File: config.mk
export PLATFORM = sky130hd
export DESIGN_NAME = grid_memory_responder
export DESIGN_NICKNAME = d
export VERILOG_FILES = /design/src/rtl/grid_memory_responder.sv
export SDC_FILE = /design/constraint.sdc
export NUM_CORES = 1
export LEC_CHECK = 0
export CAP_MARGIN = 5
export CORE_MARGIN = 5
export CORE_UTILIZATION = 25
export CTS_CLUSTER_SIZE = 14
export DETAILED_ROUTE_END_ITERATION = 6
export PLACE_DENSITY = 0.44
export SYNTH_ARGS = -nofsm -noshare
export SYNTH_HDL_FRONTEND = slang
export SYNTH_SLANG_ARGS = --single-unit
File: constraint.sdc
create_clock -name clk -period 47.8 [get_ports clk]
set_input_delay 4.78 -clock clk [delete_from_list [all_inputs] [get_ports clk]]
set_output_delay 4.78 -clock clk [all_outputs]
set_load 0.02 [all_outputs]
File: src/rtl/grid_memory_responder.sv
// Word-addressed memory responder with a valid/ready request channel, a fixed
// one-cycle read response, and a bulk-clear engine that sweeps CLEAR_VALUE into every word.
module grid_memory_responder #(
  parameter int ADDR_WIDTH = 10,
  parameter int DATA_WIDTH = 1,
  parameter logic [DATA_WIDTH-1:0] CLEAR_VALUE = '0
) (
  input  logic                  clk,
  input  logic                  rst_n,
  input  logic                  req_valid,
  output logic                  req_ready,
  input  logic [ADDR_WIDTH-1:0] req_addr,
  input  logic                  req_we,
  input  logic [DATA_WIDTH-1:0] req_wdata,
  output logic                  rsp_valid,
  output logic [DATA_WIDTH-1:0] rsp_rdata,
  input  logic                  clear_start,
  output logic                  clear_busy
);

  localparam int DEPTH = 1 << ADDR_WIDTH;

  typedef enum logic {ST_CLEAR, ST_IDLE} state_t;

  state_t                  state, state_nxt;
  logic [ADDR_WIDTH-1:0]   clr_cnt;
  logic [DATA_WIDTH-1:0]   mem [DEPTH];
  logic                    xfer;
  logic                    rd_xfer;

  always_comb begin
    state_nxt = state;
    req_ready = 1'b0;
    case (state)
      ST_CLEAR: begin
        // clear_start is deliberately ignored here: the sweep is never restarted
        if (clr_cnt == {ADDR_WIDTH{1'b1}}) state_nxt = ST_IDLE;
      end
      ST_IDLE: begin
        req_ready = !clear_start;
        if (clear_start) state_nxt = ST_CLEAR;
      end
      default: state_nxt = ST_CLEAR;
    endcase
  end

  assign xfer    = req_valid && req_ready;
  assign rd_xfer = xfer && !req_we;

  // Control and response stage: registered one cycle after acceptance
  always_ff @(posedge clk or negedge rst_n) begin
    if (!rst_n) begin
      state      <= ST_CLEAR;
      clr_cnt    <= '0;
      clear_busy <= 1'b1;
      rsp_valid  <= 1'b0;
      rsp_rdata  <= '0;
    end else begin
      state      <= state_nxt;
      clear_busy <= (state_nxt == ST_CLEAR);
      rsp_valid  <= rd_xfer;
      // Counter wraps to 0 on the last word, so the next sweep starts at address 0
      if (state == ST_CLEAR) clr_cnt <= clr_cnt + 1'b1;
      if (rd_xfer) rsp_rdata <= mem[req_addr];
    end
  end

  // Storage stage: not reset; the clear sweep owns the write port while active
  always_ff @(posedge clk) begin
    if (state == ST_CLEAR) begin
      mem[clr_cnt] <= CLEAR_VALUE;
    end else if (xfer && req_we) begin
      mem[req_addr] <= req_wdata;
    end
  end

endmodule

After elaboration in Yosys (flattened, before gate mapping)
Memories as Yosys holds them, arrays and structs flattened. A register that Yosys moved wholly into a read port is not among the register bits.
Index checks and enable logic that the tools add are counted.
Storage, ports and cells
  flip-flop bits (word level): 13
  RAM bits: 1024
  bits of input ports: 16
  output and inout port bits: 4
  memories: 1
Memories
  mem: words 1024, width 1, rd ports 1, clocked after memory_dff 1, write ports 1, RTL line 27  | logic [DATA_WIDTH-1:0] mem [DEPTH];
Operators by class
  add/subtract/negate cells: 1
  equality and inequality tests: 1
  multiplexer cells: 11
  bitwise logic cells: 2
  reductions and logical operators: 7
Operators with widths (count)
  adder 10 x 1 -> 10 bit, second input constant: 1
  == test 10 bit, second input constant: 1
  2-to-1 mux 10 bit: 1
  2-to-1 mux 1 bit: 9
  logical AND 1 bit: 3
  logical NOT 1 bit: 3
  inverter 1 bit: 2
  one-hot mux 1 bit (2 select lines): 1
  OR reduction 1 bit: 1

Depth between registers and ports, before layout
Gate-level depths: netlist of run 1.
  depth in word-level cells: 9
  depth in mapped cells: 14

Worst setup path before layout of run 1
OpenSTA, ideal clock, no wires.
  path type: in2reg
  from: in clear_start
  to: mem mem[0], data pin
  setup time: 2893 ps
  arrival: 18577 ps
  slack: 26330 ps
  stages on the path: 5
  buffers on the path: 2
  cells stage by stage: and2b_1 > and3_1 > buf_2 > buf_2 > and2_1
On the way
  longest elaborated chain between the ends: 9
Ends and longest elaborated chain
  start: declaration: RTL line 17  | input logic clear_start,
  logical NOT 1 bit: RTL line 40  | req_ready = !clear_start;
  2-to-1 mux 1 bit: RTL line 34  | case (state)
  logical AND 1 bit: RTL line 47  | assign xfer = req_valid && req_ready;
  logical AND 1 bit: RTL line 72  | end else if (xfer && req_we) begin
  2-to-1 mux 1 bit: RTL line 72
  2-to-1 mux 1 bit: RTL line 70  | if (state == ST_CLEAR) begin
  2-to-1 mux 1 bit (implied by the code): RTL line 73  | mem[req_addr] <= req_wdata;
  OR reduction 1 bit (no source line)
  2-to-1 mux 1 bit (no source line)
  end: declaration: RTL line 27
No other way between the ends.

Worst setup path after layout of run 1
  from: in clear_start
  to: out req_ready
On the way
  longest elaborated chain between the ends: 2
Ends and longest elaborated chain
  logical NOT 1 bit: RTL line 40
  2-to-1 mux 1 bit: RTL line 34
  end: declaration: RTL line 11  | output logic req_ready,
No other way between the ends.

==> qor_table.md, run 1 <==
| Result | Reported |
|:---|:---|
| Count of flip-flops with a built-in enable after synthesis | 1024 |
| Row Count | 156 |
| Part of the Yosys area used for sequential elements | 68.9% |
| Yosys warning count | 0 |
| Maximum ir drop on the vdd rail | 26.4 uV |
| Total detailed-routing wirelength | 142000 um |
| Lkg Pwr | 12.4 nW |
| Async SR Flop Fraction | 1.35% |
| Cell area power density | 36.7 mW/mm^2 |
| Worst skew pair latency | 720 ps |
| Last weighted congestion value of the routability-driven placer | 0.749 |
| Cells after synthesis | 3211 |
| Count of input and output buffers | 19 |
| Buf/Inv on CP | 2 |
| Launch point of the worst hold path | clr_cnt[2]$_DFFE_PN0N_ |
| Startpoint kind of the worst setup timing path | input port |
| First-pass detailed-route iteration total | 7 |
| Maximum number of pins on one net before global-route repair | 278 |
| Number of CTS-inserted buffers | 119 |
| # diodes | 0 |
| TritonCTS clock tree | done |
| Most Frequent Cell on Critical Path | sky130_fd_sc_hd__clkdlybuf4s50_1 |
| Data required time of the worst path | 43020 ps |
| Number of pins with negative max-slew slack in the final report | 0 |
| Switching pwr | 0.399 mW |
| All-Layer GR Usage | 14.7% |
| Primary FF master, synth | sky130_fd_sc_hd__edfxtp_1 |
| Sink Count | 1038 |
| Starting utilization of the core area | 25.1% |
| Area of all sequential standard cells | 0.0311 mm^2 |
| Cell type group with the largest total delay on the critical path | buffers and inverters |
| Worst stage delay on the critical path | 640 ps |
| Final-layout fill cell count | 18294 |
| Register-to-Register Setup Slack | 43080 ps |
| Hold-critical path endpoint | clr_cnt[2]$_DFFE_PN0N_ |
| Kind of critical path | input port to output pin |
| Final worst-path cycle share | 22.7% |
| Total design power | 1.88 mW |
| Detailed router's first-iteration violation count | 2556 |
| Measured slew at the worst slew-check pin | 1290 ps |
| Number of antenna violations at the first check in global routing | 2 |
| Layout overhead on the synthesized area | 13.2% |
| Setup repair after global routing missed its margin | no |
| Area of combinational cells with multiple inputs | 0.0128 mm^2 |
| Crit-path cells | clkdlybuf4s50_1 > and2b_1 > clkdlybuf4s50_1 |
| Maximum fanout count along the critical path | 5 |
| Leading post-synthesis cells by cell area | sky130_fd_sc_hd__edfxtp_1 68%, sky130_fd_sc_hd__mux4_2 9.9%, sky130_fd_sc_hd__nor2_1 8.9% |
| Clock Tree Buf Depth | 3 |
| Clock network fraction of total power | 44.9% |
| DR vias | 26846 |
| Combinational fraction of design power | 2.7% |
| Count of buffers added by post-CTS timing repair for setup | 0 |
| Vias per cell | 4.81 |
| Ranking of synthesized cells by instance count | 1066 x sky130_fd_sc_hd__nor2_1, 1024 x sky130_fd_sc_hd__edfxtp_1, 198 x sky130_fd_sc_hd__mux4_2 |
| Die width | 435 um |
| Endpoint of the worst-slack reg-to-reg timing path | mem[633]$_DFFE_PP_ |
| Layout cells sized above 1 | 14.2% |
| Post-layout nets | 3144 |
| CTS Hold Bufs | 0 |
| Synth Register Bits | 1038 |
| Biggest area consumer among synthesized cells | sky130_fd_sc_hd__edfxtp_1 |
| Most instantiated library cell after synthesis | sky130_fd_sc_hd__nor2_1 |
| Switching share of total power | 21.2% |
| GRT overflow | 0 |
| Depth of the CTS H-tree | 3 |
| Hold WC Path Type | register to register |
| DIE HEIGHT | 435 um |
| Max-capacitance violation count | 0 |
| Synth Net Count | 3228 |
| Average footprint of a synthesized cell | 14.1 um^2 |
| First-pass GRT wire length | 203000 um |
| Overall die area | 0.189 mm^2 |
| Maximum operating frequency | 92.1 MHz |
| Relative slew margins | 14.0% |
| Top cell type's share of synthesized area | 68.1% |
| Setup crit end kind | output pin |
| Setup violations, final | 0 |
| Antenna violation net count after detailed routing | 0 |
| Clock slew at reported path FFs | 60 ps |
| Power Internal | 1.48 mW |
| Fin crit period | 10860 ps |
| Vias in the first global route | 27040 |
| Post-DP HPWL | 74500 um |
| Routed len/inst | 25.4 um |
| DRC violation count after routing | 0 |
| Post-place setup slack | 36940 ps |
| Unique masters post-synth | 62 |
| Number of cells upsized or downsized after cts | 0 |
| Buffer cell driving the clock tree root | sky130_fd_sc_hd__clkbuf_16 |
| Sequential fraction of design power | 52.4% |
| Slowest stage cell on the critical path | sky130_fd_sc_hd__clkdlybuf4s50_1 |
| Setup Skew | 30.2 ps |
| Critical Path AT | 6080 ps |
| Count of pins on the block boundary | 20 |
| Cell depth of the worst flop-to-flop path | 7 |
| Summed instance area of the synthesized netlist | 0.0452 mm^2 |
| Final worst setup slack | 36940 ps |
| Hold Path Cell Cnt | 1 |
| Launching point of the worst reg2reg path | state$_DFF_PN0_ |
| Run status | finished, final reports clean |
| Critical path depth in cells | 3 |
| Core area | 0.180 mm^2 |
| Accumulated negative setup slack | 0 ps |
| Final Hold Vio Count | 0 |
[flip-flops by register name (all words and copies together), names as in the netlist]
name        flops
rsp_rdata       1
rsp_valid       1
clear_busy      1
mem          1024
state           1
clr_cnt        10
[cell families (layout without fill, tap and decap cells)]
group           after synthesis  after routing  synth area share, %
flops                      1038           1038                 68.9
buf+inv                     303            305                 3.14
xor+xnor                      9              9                0.175
simple gates               1325           1325                 11.6
fa+ha+maj                     1              1               0.0277
mux                         318            318                 13.0
compound gates              217            217                 3.26
[area by class of cell]
class	instances	share of cell area [%]
flip-flops and latches	1038	60.8
multi-input cells	1870	25.0
clock buffers	157	6.11
well taps	2370	5.80
repair buffers	88	1.46
clock inverters	50	0.690
inverters	10	0.0734
[worst max-delay path by stage]
stage / startpoint / to / slack (ps)
floorplan: clear_start / mem[0]$_DFFE_PP_ / 26330
global placement: clear_start / req_ready / 36950
detailed placement: clear_start / req_ready / 36940
CTS: clear_start / req_ready / 36940
global route: clear_start / req_ready / 36890
finish: clear_start / req_ready / 36940
[power groups by stage]
stage               clock network [mW]  registers (mW)  logic, mW
CTS                              0.865           0.984     0.0509
detailed placement                   0            1.00     0.0509
finish                           0.844           0.985     0.0502
global placement                     0            1.00     0.0511
floorplan                            0            1.00     0.0321
global route                     0.901           0.984     0.0531
[placed cells by master (no fill, tap or decap), drive strengths merged, types with 10 or more instances in the layout]
master / instances
nor2: 1066
edfxtp: 1024
mux4: 210
clkbuf: 157
nand2: 143
mux2i: 105
buf: 73
o22ai: 43
a21oi: 40
clkinv: 40
o221ai: 29
nor3: 28
a22oi: 25
o21ai: 24
nand3: 21
a211oi: 17
clkdlybuf4s50: 15
dfrtp: 13
inv: 13
a31oi: 10
[layer usage]
layer	vias to the layer above	GRT usage, %	part of all wire, %
met5	-	0	0
met4	0	3.37	2.2
met3	175	2.11	4.5
met2	670	24.0	48
met1	14380	20.7	46
li1	11621	-	-
[metrics by stage]
stage	utilization (%)	hold slack, ps	instance area (um^2)	instances
final	28.4	530	51100	5583
after CTS	28.4	532	51100	5583
after global routing	28.4	544	51100	5583
after global placement	26.4	518	47600	5376
after floorplan	-	468	45200	3211
after detailed placement	26.4	522	47600	5376
(Power assumes the default switching activity.)
==> run 2, diff against run 1 <==
==> constraint.sdc (replaced) <==
create_clock -name clk -period 11.1 [get_ports clk]
set_input_delay 1.11 -clock clk [delete_from_list [all_inputs] [get_ports clk]]
set_output_delay 1.11 -clock clk [all_outputs]
set_load 0.02 [all_outputs]
==> run 2 against run 1 <==
  * Critical path depth up 4
  * First-iteration DRC count is 8.7% lower
  * Sequential cell count is the same
  * Final cell count up 0.50%
  * Critical path type is now input port to register
  * Global-route usage decreased by 0.089 points
  * Die area is the same
  * Via count up 0.53%
  * Hold slack gained 3.3 ps
  * Final area is 0.56% higher
  * Utilization rose by 0.16 points
  * Combinational power rose to 4.4 times the previous value
==> qor_table.md, run 2 (synthesis results as in run 1) <==
| Result | Reported | Delta |
|:---|:---|:---|
| Count of input and output buffers | 19 | unchanged |
| Sink Count | 1038 | unchanged |
| Buf/Inv on CP | 4 | +2 |
| Worst stage delay on the critical path | 910 ps | +270 ps |
| All-Layer GR Usage | 14.6% | -0.089 points |
| Depth of the CTS H-tree | 3 | unchanged |
| Last weighted congestion value of the routability-driven placer | 0.754 | +0.73% |
| Maximum number of pins on one net before global-route repair | 231 | -17% |
| Die width | 435 um | unchanged |
| Core area | 0.180 mm^2 | unchanged |
| Count of pins on the block boundary | 20 | unchanged |
| Largest reg by FF count | mem |  |
| Measured slew at the worst slew-check pin | 1250 ps | -39.9 ps |
| Number of antenna violations at the first check in global routing | 1 | -1 |
| Cell type group with the largest total delay on the critical path | buffers and inverters |  |
| Layout overhead on the synthesized area | 13.8% |  |
| Total design power | 8.19 mW | +340% |
| Filler-free cell count of the finished design | 5611 | +0.50% |
| Critical Path AT | 5020 ps | -1060 ps |
| GRT overflow | 0 | unchanged |
| Maximum operating frequency | 215 MHz |  |
| Fin crit period | 4640 ps |  |
| Placement-stage cell area | 0.0478 mm^2 | +0.25% |
| Data required time of the worst path | 11480 ps | -31540 ps |
| Cell area power density | 159 mW/mm^2 | +330% |
| DIE HEIGHT | 435 um | unchanged |
| Most Frequent Cell on Critical Path | sky130_fd_sc_hd__buf_4 |  |
| First-pass detailed-route iteration total | 5 | -2 |
| Hold WC Path Type | register to register |  |
| Maximum fanout count along the critical path | 189 | +184 |
| Number of pins with negative max-slew slack in the final report | 0 | unchanged |
| Relative slew margins | 16.3% | +2.4 points |
| Buffer cell driving the clock tree root | sky130_fd_sc_hd__clkbuf_16 |  |
| Count of buffers added by post-CTS timing repair for setup | 0 | unchanged |
| Final Hold Vio Count | 0 | unchanged |
| Setup crit end kind | register |  |
| Vias per cell | 4.81 | about the same |
| Overall die area | 0.189 mm^2 | unchanged |
| Final core utilization | 28.5% | +0.16 points |
| Slowest stage cell on the critical path | sky130_fd_sc_hd__and2_4 |  |
| Layout cells sized above 1 | 15.3% | +1.2 points |
| Setup Skew | 34.5 ps | +4.33 ps |
| Leading cell type in the layout, fill and taps excluded | sky130_fd_sc_hd__nor2_1 |  |
| Number of instances in the placed design | 5392 | +0.30% |
| Worst skew pair latency | 750 ps | +30 ps |
| Startpoint kind of the worst setup timing path | input port |  |
| CTS Hold Bufs | 0 | unchanged |
| Final worst-path cycle share | 41.8% |  |
| Number of cells upsized or downsized after cts | 0 | unchanged |
| Number of CTS-inserted buffers | 116 | -2.5% |
| Top library cells by usage in the layout, fill and taps aside | 1064 x sky130_fd_sc_hd__nor2_1, 1024 x sky130_fd_sc_hd__edfxtp_1, 198 x sky130_fd_sc_hd__mux4_2, 118 x sky130_fd_sc_hd__clkbuf_16, 110 x sky130_fd_sc_hd__nand2_1 |  |
| Kind of critical path | input port to register |  |
| Row Count | 156 | unchanged |
| Run status | finished, final reports clean |  |
| Antenna violation net count after detailed routing | 0 | unchanged |
| Detailed router's first-iteration violation count | 2333 | -8.7% |
| Total detailed-routing wirelength | 141000 um | -0.37% |
| Clock Tree Buf Depth | 3 | unchanged |
| Flip-flop count of the largest register after layout | 1024 | unchanged |
| Post-DP HPWL | 76900 um | +3.2% |
| TritonCTS clock tree | done |  |
| # diodes | 0 | unchanged |
| Register-to-Register Setup Slack | 6720 ps | -36360 ps |
| Starting utilization of the core area | 25.1% | unchanged |
| Max-capacitance violation count | 0 | unchanged |
| Clock slew at reported path FFs | 60 ps | about the same |
| Crit-path cells | clkdlybuf4s50_1 > and2b_1 > and3_1 > buf_4 > and2_4 > buf_12 > buf_4 |  |
| Setup repair after global routing missed its margin | no |  |
| First-pass GRT wire length | 203000 um | about the same |
| DRC violation count after routing | 0 | unchanged |
| Final non-filler cell area | 0.0514 mm^2 | +0.56% |
| Registers with the most flip-flops | mem x1024, clr_cnt x10 |  |
| Accumulated negative setup slack | 0 ps | unchanged |
| Vias in the first global route | 27326 | +1.1% |
| Setup violations, final | 0 | unchanged |
| Routed len/inst | 25.2 um | -0.87% |
| DR vias | 26987 | +0.53% |
| Maximum ir drop on the vdd rail | 142 uV | +440% |
| Post-layout nets | 3157 | +0.41% |
| Lkg Pwr | 12.5 nW | +0.99% |
## run 2: cell types whose count changed in the layout (fill, tap and decap cells not counted), sizes merged
cell | previous run | this run
clkinv | 40 | 67
buf | 73 | 89
clkinvlp | 2 | 4
clkbuf | 157 | 138
bufinv | 5 | 8
inv | 13 | 12
## run 2: stage by stage
step,setup WS [ps],hold slack [ps]
3_5_place_dp,5760,519
3_3_place_gp,5790,519
6_report,6460,534
2_1_floorplan,762,468
4_1_cts,6550,527
5_1_grt,6230,560
## run 2: final cells by class
cell class | instances | area, um^2
inverters | 10 | 37.5
multi-input cells | 1870 | 12800
repair buffers | 104 | 893
well taps | 2370 | 2970
clock inverters | 81 | 613
flip-flops and latches | 1038 | 31100
fillers | 18281 | 129000
clock buffers | 138 | 3030
## run 2: path summary, 6_finish.rpt
path	start	endpoint	depth (start not counted)
min	clr_cnt[8]$_DFFE_PN0N_	clear_busy$_DFF_PN1_	1
max reg2reg	state$_DFF_PN0_	mem[506]$_DFFE_PP_	6
max	clear_start	mem[506]$_DFFE_PP_	7
max in group asynchronous	rst_n	clr_cnt[9]$_DFFE_PN0N_	1
min reg2reg	clr_cnt[8]$_DFFE_PN0N_	clear_busy$_DFF_PN1_	1
min in group asynchronous	rst_n	rsp_rdata$_DFFE_PN0P_	1
## run 2: per-layer routing
metal  GRT usage (%)  vias up  wire [um]
met5               0        -          0
met2            24.6      583      69000
li1                -    11662          -
met3            2.05      157       5670
met4            4.01        0       3200
met1            19.7    14585      63500
## run 2: report_power, final
group	internal (mW)	switching, mW
logic	0.0701	0.150
clock network	2.12	1.61
registers	4.24	0
total	6.43	1.76
## run 2: worst reg2reg max path, stage by stage (launching register included)
cell                      delay, ps
sky130_fd_sc_hd__dfrtp_1        530
sky130_fd_sc_hd__and2b_1        320
sky130_fd_sc_hd__and3_1         190
sky130_fd_sc_hd__buf_4          300
sky130_fd_sc_hd__and2_4         920
sky130_fd_sc_hd__buf_12         570
sky130_fd_sc_hd__buf_4         1110
==> run 3, diff against run 2 <==
--- a/config.mk
+++ b/config.mk
@@ -10,7 +10,7 @@
 export CORE_UTILIZATION = 25
 export CTS_CLUSTER_SIZE = 14
 export DETAILED_ROUTE_END_ITERATION = 6
-export PLACE_DENSITY = 0.44
+export PLACE_DENSITY = 0.46
 export SYNTH_ARGS = -nofsm -noshare
 export SYNTH_HDL_FRONTEND = slang
 export SYNTH_SLANG_ARGS = --single-unit
==> constraint.sdc (replaced) <==
create_clock -name clk -period 3.9 [get_ports clk]
set_input_delay 0.39 -clock clk [delete_from_list [all_inputs] [get_ports clk]]
set_output_delay 0.39 -clock clk [all_outputs]
set_load 0.02 [all_outputs]
==> run 3 against run 2 <==
  * First-iteration DRC count rose by 18%
  * Final area up 2.6%
  * Worst setup slack worse by 6000 ps
  * Combinational power grew to 3.1 times the previous value
  * Non-clock buffer count is 129 higher
  * Power increased to 2.8 times the previous value
  * Largest cell class unchanged
==> qor_table.md, run 3 (synthesis results as in run 1) <==
| Result | Reported | Delta |
|:---|:---|:---|
| Setup Skew | 41.8 ps | +7.29 ps |
| Setup repair after global routing missed its margin | no |  |
| First-pass GRT wire length | 204000 um | +0.17% |
| Startpoint kind of the worst setup timing path | input port |  |
| Count of pins on the block boundary | 20 | unchanged |
| Area of combinational cells with multiple inputs | 0.0127 mm^2 | -0.19% |
| Maximum operating frequency | 292 MHz |  |
| Placement-stage cell area | 0.0493 mm^2 | +3.2% |
| Fin crit period | 3420 ps |  |
| Vias per cell | 4.82 | +0.25% |
| Vias in the first global route | 27469 | +0.52% |
| Final Hold Vio Count | 0 | unchanged |
| Depth of the CTS H-tree | 3 | unchanged |
| Post-DP HPWL | 84500 um | +9.8% |
| Layout overhead on the synthesized area | 16.8% |  |
| Sink Count | 1038 | unchanged |
| Number of antenna violations at the first check in global routing | 1 | unchanged |
| Row Count | 156 | unchanged |
| All-Layer GR Usage | 14.6% | +0.074 points |
| Starting utilization of the core area | 25.1% | unchanged |
| DRC violation count after routing | 0 | unchanged |
| Count of buffers added by post-CTS timing repair for setup | 0 | unchanged |
| Lkg Pwr | 13.2 nW | +5.7% |
| Cell area power density | 438 mW/mm^2 | +170% |
| Buffer cell driving the clock tree root | sky130_fd_sc_hd__clkbuf_16 |  |
| DIE HEIGHT | 435 um | unchanged |
| Detailed router's first-iteration violation count | 2753 | +18% |
| Number of CTS-inserted buffers | 112 | -3.4% |
| Die width | 435 um | unchanged |
| Run status | finished, final reports clean |  |
| Clock Tree Buf Depth | 3 | unchanged |
| GRT overflow | 0 | unchanged |
| DR vias | 27566 | +2.1% |
| First-pass detailed-route iteration total | 5 | unchanged |
| TritonCTS clock tree | done |  |
| Number of pins with negative max-slew slack in the final report | 0 | unchanged |
| Last weighted congestion value of the routability-driven placer | 0.784 | +3.9% |
| Number of cells upsized or downsized after cts | 0 | unchanged |
| Maximum ir drop on the vdd rail | 352 uV | +150% |
| Setup violations, final | 0 | unchanged |
| Relative slew margins | 40.3% | +24 points |
| Flip-flop count of the largest register after layout | 1024 | unchanged |
| Clock slew at reported path FFs | 70 ps | about the same |
| Setup crit end kind | register |  |
| Final worst setup slack | 475 ps | -5980 ps |
| Largest reg by FF count | mem |  |
| Data required time of the worst path | 4550 ps | -6930 ps |
| Overall die area | 0.189 mm^2 | unchanged |
| Maximum number of pins on one net before global-route repair | 126 | -45% |
| Kind of critical path | input port to register |  |
| Max-capacitance violation count | 0 | unchanged |
| Core area | 0.180 mm^2 | unchanged |
| Layout cells sized above 1 | 18.0% | +2.7 points |
| Final non-filler cell area | 0.0527 mm^2 | +2.6% |
| Final worst-path cycle share | 87.8% |  |
| WHS | 154 ps | -379 ps |
| Total detailed-routing wirelength | 142000 um | +0.31% |
| Worst skew pair latency | 750 ps | about the same |
| Post-layout nets | 3282 | +4.0% |
| Routed len/inst | 24.8 um | -1.5% |
| Antenna violation net count after detailed routing | 0 | unchanged |
| Hold WC Path Type | input port to asynchronous set/reset pin |  |
| Critical Path AT | 4070 ps | -950 ps |
| Count of input and output buffers | 19 | unchanged |
| Maximum fanout count along the critical path | 6 | -97% |
| Leading cell type in the layout, fill and taps excluded | sky130_fd_sc_hd__nor2_1 |  |
| Measured slew at the worst slew-check pin | 892 ps | -358 ps |
| Area of all sequential standard cells | 0.0311 mm^2 | unchanged |
| Top library cells by usage in the layout, fill and taps aside | 1066 x sky130_fd_sc_hd__nor2_1, 1024 x sky130_fd_sc_hd__edfxtp_1, 198 x sky130_fd_sc_hd__mux4_2, 164 x sky130_fd_sc_hd__buf_4, 113 x sky130_fd_sc_hd__clkbuf_16 |  |
| Final-layout fill cell count | 18165 | -0.63% |
| CTS Hold Bufs | 0 | unchanged |
| Post-place setup slack | -283 ps | -6040 ps |
| Registers with the most flip-flops | mem x1024, clr_cnt x10 |  |
| Total design power | 23.1 mW | +180% |
==> run 3: stage by stage <==
stage / util, % / instances / TNS (ps)
3_5_place_dp: 27.4 / 5521 / -283
5_1_grt: 29.3 / 5716 / 0
6_report: 29.3 / 5717 / 0
2_1_floorplan: - / 3211 / -2095880
4_1_cts: 29.3 / 5716 / 0
3_3_place_gp: 27.4 / 5521 / -324
==> run 3: path summary, 6_finish.rpt <==
check                                            start  cells after the start  slack, ps                endpoint
worst max register to register         state$_DFF_PN0_                      8        660   rsp_rdata$_DFFE_PN0P_
worst min register to register  clr_cnt[8]$_DFFE_PN0N_                      1        550    clear_busy$_DFF_PN1_
max in group asynchronous                        rst_n                      1       3160         state$_DFF_PN0_
worst min-delay path                             rst_n                      1        150  clr_cnt[6]$_DFFE_PN0N_
min in group clk                           clear_start                      3        440    clear_busy$_DFF_PN1_
worst max-delay path                       req_addr[6]                      9        480   rsp_rdata$_DFFE_PN0P_
==> run 3: metal layers <==
layer	vias to the layer above	global-route usage, %	wire length [um]
li1	11897	-	-
met1	14657	20.0	61600
met2	810	24.3	68500
met3	202	2.02	7760
met4	0	4.33	3940
met5	-	0	0
==> run 3: area by class of cell <==
class	instances	share of cell area, %
Multi-Input combinational cell	1870	24.1
Inverter	10	0.0712
Timing Repair Buffer	233	4.62
Tap cell	2370	5.62
Clock inverter	50	0.975
Clock buffer	145	5.59
Sequential cell	1038	59.0
Antenna cell	1	0.00474
==> run 3: critical path, cell delays in order <==
cell and delay, ps:
sky130_fd_sc_hd__clkdlybuf4s50_1 830, sky130_fd_sc_hd__nand2b_1 580, sky130_fd_sc_hd__a211oi_1 200, sky130_fd_sc_hd__a22oi_1 330
sky130_fd_sc_hd__o32ai_1 190, sky130_fd_sc_hd__a211o_1 300, sky130_fd_sc_hd__nor4_1 700, sky130_fd_sc_hd__nand4_1 340
sky130_fd_sc_hd__nand4_1 180
==> run 3: power breakdown <==
group / total, mW / internal, mW / switching [mW]
registers: 12.1 / 12.1 / 0
clock network: 10.4 / 5.88 / 4.48
logic: 0.678 / 0.247 / 0.431
total: 23.1 / 18.2 / 4.91
